[config.mk]
export PLATFORM = sky130hd
export DESIGN_NAME = fifo_wr_arbiter
export DESIGN_NICKNAME = d
export VERILOG_FILES = /design/src/rtl/fifo_pkg.sv /design/src/rtl/fifo_rr_pick.sv /design/src/rtl/fifo_wr_arbiter.sv
export SDC_FILE = /design/constraint.sdc
export NUM_CORES = 1
export LEC_CHECK = 0
export CORE_ASPECT_RATIO = 1.4
export CORE_UTILIZATION = 45
export CTS_BUF_LIST = sky130_fd_sc_hd__clkbuf_8
export CTS_CLUSTER_SIZE = 28
export DETAILED_ROUTE_END_ITERATION = 7
export GPL_ROUTABILITY_DRIVEN = 0
export GPL_TIMING_DRIVEN = 0
export PLACE_DENSITY = 0.91
export SKIP_LAST_GASP = 1
export SLEW_MARGIN = 20
export SYNTH_ARGS = -nofsm -noshare
export SYNTH_HDL_FRONTEND = slang
export SYNTH_SLANG_ARGS = --single-unit
[constraint.sdc]
create_clock -name wclk -period 7.4 [get_ports wclk]
set_clock_uncertainty 0.15 [all_clocks]
set_input_delay 1.48 -clock wclk [delete_from_list [all_inputs] [get_ports wclk]]
set_output_delay 1.48 -clock wclk [all_outputs]
set_load 0.01 [all_outputs]
[src/rtl/fifo_pkg.sv]
// Shared types and defaults for the FIFO write-side arbiter.
package fifo_pkg;

  typedef enum logic {
    IDLE = 1'b0,
    XFER = 1'b1
  } arb_state_t;

  localparam int DEF_DATA_SIZE = 8;
  localparam int DEF_NUM_REQ   = 4;
  localparam int DEF_MAX_BURST = 4;

  // Beat counter must hold 0..MAX_BURST.
  function automatic int beat_width(input int max_burst);
    return $clog2(max_burst + 1);
  endfunction

endpackage

[src/rtl/fifo_rr_pick.sv]
// Combinational round-robin picker: first set req bit after index last, wrapping.
module fifo_rr_pick
  import fifo_pkg::*;
#(
  parameter int NUM_REQ = DEF_NUM_REQ,
  parameter int IDX_W   = $clog2(NUM_REQ)
) (
  input  logic [NUM_REQ-1:0] req,
  input  logic [IDX_W-1:0]   last,
  output logic [NUM_REQ-1:0] winner,
  output logic [IDX_W-1:0]   idx
);

  logic [IDX_W:0]   sum;
  logic [IDX_W-1:0] cand;
  logic             found;

  always_comb begin
    winner = '0;
    idx    = '0;
    found  = 1'b0;
    sum    = '0;
    cand   = '0;
    for (int k = 1; k <= NUM_REQ; k++) begin
      // last < NUM_REQ and k <= NUM_REQ, so one conditional subtract wraps.
      sum = {1'b0, last} + (IDX_W+1)'(k);
      if (sum >= (IDX_W+1)'(NUM_REQ)) sum = sum - (IDX_W+1)'(NUM_REQ);
      cand = sum[IDX_W-1:0];
      if (!found && req[cand]) begin
        found       = 1'b1;
        winner[cand] = 1'b1;
        idx         = cand;
      end
    end
  end

endmodule

[src/rtl/fifo_wr_arbiter.sv]
// Round-robin burst arbiter for FIFO write requesters.
// Optional per-requester word counters: define FIFO_WR_ARB_STATS_EN.
module fifo_wr_arbiter
  import fifo_pkg::*;
#(
  parameter int DATA_SIZE = DEF_DATA_SIZE,
  parameter int NUM_REQ   = DEF_NUM_REQ,
  parameter int MAX_BURST = DEF_MAX_BURST
) (
  input  logic                         wclk,
  input  logic                         wrst_n,
  input  logic [NUM_REQ-1:0]           req,
  input  logic [NUM_REQ*DATA_SIZE-1:0] req_data,
  input  logic [NUM_REQ-1:0]           req_last,
  input  logic                         wfull,
  output logic [NUM_REQ-1:0]           gnt,
  output logic [NUM_REQ-1:0]           ack,
  output logic [DATA_SIZE-1:0]         wdata,
  output logic                         wclk_en,
  output logic                         busy
`ifdef FIFO_WR_ARB_STATS_EN
  ,
  output logic [NUM_REQ*16-1:0]        stat_cnt
`endif
);

  localparam int IDX_W  = $clog2(NUM_REQ);
  localparam int BEAT_W = beat_width(MAX_BURST);

  arb_state_t          state, next_state;
  logic [NUM_REQ-1:0]  gnt_q;
  logic [IDX_W-1:0]    g_idx;
  logic [IDX_W-1:0]    last;
  logic [BEAT_W-1:0]   beat;
  logic [NUM_REQ-1:0]  pick_onehot;
  logic [IDX_W-1:0]    pick_idx;
  logic                burst_end;

  fifo_rr_pick #(.NUM_REQ(NUM_REQ), .IDX_W(IDX_W)) u_pick (
    .req    (req),
    .last   (last),
    .winner (pick_onehot),
    .idx    (pick_idx)
  );

  // Handshake: req[g] is valid, !wfull is ready; a word moves (ack/wclk_en)
  // only in a cycle where both are high. Dropping req[g] ends the burst.
  always_comb begin
    next_state = state;
    wclk_en    = 1'b0;
    ack        = '0;
    wdata      = '0;
    burst_end  = 1'b0;
    case (state)
      IDLE: if (|req) next_state = XFER;
      XFER: begin
        wclk_en = req[g_idx] && !wfull;
        ack     = wclk_en ? gnt_q : '0;
        wdata   = req_data[g_idx*DATA_SIZE +: DATA_SIZE];
        if (!req[g_idx])
          burst_end = 1'b1;
        else if (wclk_en && (req_last[g_idx] || beat == BEAT_W'(MAX_BURST-1)))
          burst_end = 1'b1;
        if (burst_end) next_state = IDLE;
      end
      default: next_state = IDLE;
    endcase
  end

  always_ff @(posedge wclk or negedge wrst_n) begin
    if (!wrst_n) begin
      state <= IDLE;
      gnt_q <= '0;
      g_idx <= '0;
      beat  <= '0;
      last  <= IDX_W'(NUM_REQ-1);
    end else begin
      state <= next_state;
      case (state)
        IDLE: if (|req) begin
          gnt_q <= pick_onehot;
          g_idx <= pick_idx;
          beat  <= '0;
        end
        XFER: if (burst_end) begin
          gnt_q <= '0;
          last  <= g_idx;
          beat  <= '0;
        end else if (wclk_en) begin
          beat <= beat + BEAT_W'(1);
        end
        default: gnt_q <= '0;
      endcase
    end
  end

  assign gnt  = gnt_q;
  assign busy = (state != IDLE);

`ifdef FIFO_WR_ARB_STATS_EN
  for (genvar i = 0; i < NUM_REQ; i++) begin : g_stat
    logic [15:0] cnt;
    always_ff @(posedge wclk or negedge wrst_n) begin
      if (!wrst_n) cnt <= '0;
      else if (ack[i] && cnt != 16'hFFFF) cnt <= cnt + 16'd1;
    end
    assign stat_cnt[i*16 +: 16] = cnt;
  end
`endif

endmodule
; ---- Word level (Yosys, flattened, before mapping)
; Cells that the tools add are included.
[totals]
input_bits = 43
output_inout_bits = 18
wordCells = 108
register_bits = 12
[op_classes]
n_shift = 1
mux = 53
reduce_logical = 19
n_lt_le_gt_ge = 13
addsub = 9
n_eq_ne = 4
bitwise_logic = 4
[ops]
columns = cell, count
row1 = two-way mux 4 bit, 8
row2 = variable part select 32 x 6 -> 8 bit, 1
row3 = two-way mux 1 bit, 20
row4 = two-way mux 2 bit, 8
row5 = "< comparator 2 x 3 -> 1 bit, second input constant", 5
row6 = binary-select mux 1 bit (select 2 bit), 6
row7 = "greater-or-equal comparator 3 bit, second input constant", 4
row8 = bitwise OR 4 bit, 3
row9 = logical AND 1 bit, 9
row10 = two-way mux 3 bit, 3
row11 = demux 1 bit (select 2 bit), 4
row12 = "greater-or-equal comparator 2 x 1 -> 1 bit, second input constant", 4
row13 = two-way mux 8 bit, 1
row14 = one-hot mux 4 bit (2 select lines), 1
row15 = AND reduction 2 bit, 4
row16 = "subtractor 2 x 1 -> 2 bit, second input constant", 4
row17 = "adder 2 x 2 -> 3 bit, second input constant", 2
row18 = one-hot mux 3 bit (2 select lines), 1
row19 = logical NOT 1 bit, 4
row20 = OR reduction 4 bit, 1
row21 = "adder 2 x 1 -> 3 bit, second input constant", 1
row22 = "adder 2 x 3 -> 3 bit, second input constant", 1
row23 = "adder 3 x 1 -> 3 bit, second input constant", 1
row24 = "== test 3 x 2 -> 1 bit, second input constant", 1
row25 = 6 further kinds, 6

; ---- Depth between registers and ports, before layout
[logic_depth]
word_depth = 17
depth_mapped = 9
ltp_nobuf = 7

; ---- Hierarchy
; From an unflattened synthesis, not the netlist that was laid out.
[unflattened]
hier_cells = 141
hier_area_um2 = 1368.8
[by_module_without_submodules]
columns = module, cells_per_inst, instances, area_each_um2, seq_area_each_um2
row1 = fifo_wr_arbiter, 82, 1, 878.3, 302.8
row2 = fifo_rr_pick, 59, 1, 490.5, 0.0

; ---- Worst setup path before layout
; No wires, ideal clock.
[synth_path]
path_kind = input-to-output
from = input port req[3]
to = output port ack[0]
slack_ns = 3.254
t_arrival_ns = 2.516
path_stages = 4
t_required_ns = 5.770
path_buffers = 0
path_cell_list = mux4_2 -> and2_1 -> nor2b_1 -> and2_1
[synth_via]
elab_chain_cells = 5
[synth_lines]
columns = element, line_no
row1 = from (decl), fifo_wr_arbiter.sv:12  ; input logic [NUM_REQ-1:0] req,
row2 = binary-select mux 1 bit (select 2 bit), fifo_wr_arbiter.sv:57  ; wclk_en = req[g_idx] && !wfull;
row3 = two-way mux 1 bit (not written as such), fifo_wr_arbiter.sv:57
row4 = logical AND 1 bit, fifo_wr_arbiter.sv:57
row5 = two-way mux 4 bit, fifo_wr_arbiter.sv:58  ; ack = wclk_en ? gnt_q : '0;
row6 = two-way mux 4 bit, fifo_wr_arbiter.sv:54  ; case (state)
row7 = to (decl), fifo_wr_arbiter.sv:17  ; output logic [NUM_REQ-1:0] ack,
; Every way passes these cells. The select of a mux whose other input is x is not followed.

; ---- Worst setup path in the final report
[layout_path]
from = input port req[0]
to = output port ack[3]
; The elaborated chain is that of the path after synthesis.

==> run_results.csv <==
group,metric,value,unit
clocking,cts.path.max_buffers,2,
timing,max_clock_freq,187.5,MHz
place,dp_hpwl,3138,µm
place,dpl_worst_slack,2088,ps
logic_synthesis,synthXorXnorAreaFrac,0,%
power,power_frac_comb,71.4,%
timing,worst_slew_pin_slew,562.5,ps
logic_synthesis,ys.flop_type,"dfrtp_1",
clocking,root_buffer,"clkbuf_8",
power,internal_power,0.0004147,W
clocking,cts_num_sinks,12,
final_layout,multi_input_area,900.9,µm²
timing,layout_min_cycle_time,5332,ps
grt,grt_max_degree,13,
final_layout,ff_latch_area,302.8,µm²
logic_synthesis,syn-num-nets,167,
logic_synthesis,synth-simple-area-share,19.22,%
grt,grt_pass1_wl,6154,µm
power,ir_drop,0.2505,mV
timing,holdWs,349.3,ps
clocking,numCtsBuffers,3,
routing,finalWirelength,3913,µm
timing,hold_viol_final,0,
grt,grt_pass1_vias,1350,
floorplanning,die_area,3010,µm²
clocking,cts_resized,0,
clocking,clk_latency,240,ps
setup_path,critPathArrivalTime,3700,ps
grt,grt_usage,27.91,%
logic_synthesis,synth_area_leader_cell,"mux4_2",
final_layout,syn2layout_area_growth,55.78,%
grt,grt-ovfl-total,0,
logic_synthesis,synth_edf_count,0,
timing,fin_ws,2068,ps
clocking,post_cts_buffers,0,
logic_synthesis,synthDistinctLibCells,32,
timing,rsz0062_at_grt,"no",
setup_path,worst_setup_path_end_kind,"output port",
power,sw_frac_of_total,40.41,%
run_status,status,"finished, final reports clean",
logic_synthesis,synth_top_area_share,23.31,%
grt,antenna_found_initial,0,
setup_path,critPathLaunchType,"primary input",
floorplanning,num_rows,22,
place,io_buffers,60,
clocking,path_clk_slew,60,ps
final_layout,final_util,74.05,%
clocking,cts_tree,"done",
timing,setup-tns-final,0,ps
final_layout,antenna_cells,0,
logic_synthesis,synth-compound-area-share,15.04,%
power,p_sw,0.0002812,W
timing,finalMaxSlewViolations,0,
clocking,cts-hold-fix-buffers,0,
power,total_power,0.0006959,W
timing,min_period_over_period,72.05,%
power,leakage,0.7740,nW
power,clockPowerShare,10.6,%
logic_synthesis,synth_area,1256,µm²
final_layout,fin_nets,232,
floorplanning,die-width,46.66,µm
logic_synthesis,post_synth.cell_area_avg,11.02,µm²
logic_synthesis,synth_top_family_by_area,"multiplexers",
setup_path,crit_type,"in -> out",
logic_synthesis,synth_cells,114,
setup_path,crit_fanout,8,
logic_synthesis,synth-adder-area-share,9.960,%
routing,dr.first_iter.drc_count,32,
floorplanning,fp.coreArea,2643,µm²
timing,setup_viol,0,
routing,wl_per_cell,18.29,µm
power,power_density,355.6,nW/µm²
logic_synthesis,ys_seq_area_share,24.10,%
logic_synthesis,asyncSetResetFlopFracSynth,100.0,%
logic_synthesis,yosysWarnings,0,
power,seq_power_share,18.0,%
floorplanning,die_y,64.52,µm
final_layout,fillerInstances,179,
routing,post_drt_via_cell_ratio,5.752,
logic_synthesis,synth_area_leaders,"mux4_2 23%, dfrtp_1 20%, ha_1 10%",
floorplanning,start_util,47.54,%
setup_path,crit_required,5770,ps
routing,drc,0,
flow_run,cap_violations,0,
logic_synthesis,synth_common_cells,"13 x and2_1, 13 x mux4_2, 10 x dfrtp_1, 10 x ha_1, 7 x nor2b_1",
logic_synthesis,ys_ff_latch,12,
clocking,htreeDepth,1,
routing,final_antenna_net_count,0,
routing,drtPass1Iterations,4,
final_layout,drive_gt1_share,16.85,%
floorplanning,ioPinCount,61,
min_path,worstHoldPathType,"reg -> reg",
logic_synthesis,synth_mux_area_share,27.49,%
timing,relSlewSlack,62.50,%
routing,routed-via-count,1231,
-- layout by cell type, fill, tap and decap left out --
cell type	instances
and2b_1	1
nor2_1	1
or2_2	2
mux4_2	13
a21oi_1	2
a221oi_1	5
nor2b_2	1
and2_1	13
clkdlybuf4s50_1	60
nor2b_1	7
a21o_1	2
buf_2	3
clkbuf_1	2
o2111ai_1	1
nand2_1	4
ha_1	10
a21bo_2	1
dfstp_2	2
o211ai_1	1
a22oi_1	2
dfrtp_1	10
clkbuf_8	4
mux2i_1	3
nor4_1	1
nor3_1	4
o21ai_0	4
mux2_2	2
nand2b_1	3
a221o_1	4
a31oi_1	1
inv_1	5
nor4b_4	1
o22ai_1	2
buf_6	1
-- critical path: stages --
cell	delay, ps
clkdlybuf4s50_1	640
mux4_2	310
and2_1	180
nor2b_1	340
and2_1	190
clkdlybuf4s50_1	560
-- flip-flops by register name (all words and copies together) (netlist names) --
signal  cells
busy        1
gnt         4
last        2
g_idx       2
beat        3
-- layer usage --
layer / vias to the layer above / track usage (%) / part of all wire (%)
met4: 0 / 12.14 / 3.6
li1: 569 / - / -
met1: 589 / 31.10 / 34
met3: 14 / 4.735 / 8.6
met5: - / 0 / 0
met2: 59 / 49.13 / 54
-- power by group through the flow --
stage	logic (W)	clock network [W]	registers [W]
global placement	0.000472	0	0.000122
finish	0.000497	0.0000735	0.000125
CTS	0.000497	0.0000737	0.000125
global route	0.000545	0.0000768	0.000129
detailed placement	0.000495	0	0.000125
floorplan	0.000331	0	0.000121
-- stage by stage --
stage          cell area (µm²)  instances
2_1_floorplan             1256        114
3_3_place_gp              1902        210
3_5_place_dp              1902        210
4_1_cts                   1957        214
5_1_grt                   1957        214
6_report                  1957        214
-- cell type report --
type | count | share of cell area, %
multi-input combinational | 91 | 46.04
timing repair buffer | 60 | 30.69
sequential | 12 | 15.47
clock buffer | 4 | 2.813
tap | 36 | 2.302
buffer | 6 | 1.726
inverter | 5 | 0.9591
-- logic make-up after synthesis --
| family | after synthesis |
|---|---|
| fa+ha+maj | 10 |
| simple gates | 38 |
| buf+inv | 11 |
| mux | 18 |
| compound gates | 25 |
| flops | 12 |
-- path summary, 6_finish.rpt --
path | start | endpoint | slack [ps] | depth (start not counted)
hold reg to reg | beat[0] | beat[0] | 350 | 1
min in group asynchronous | wrst_n | beat[1] | 1430 | 1
max in group asynchronous | wrst_n | last[1] | 5300 | 1
setup / recovery | req[0] | ack[3] | 2070 | 6
setup reg to reg | last[0] | gnt[3] | 4470 | 8
hold / removal | beat[0] | beat[0] | 350 | 1
Power figures use the tool's default switching activity.
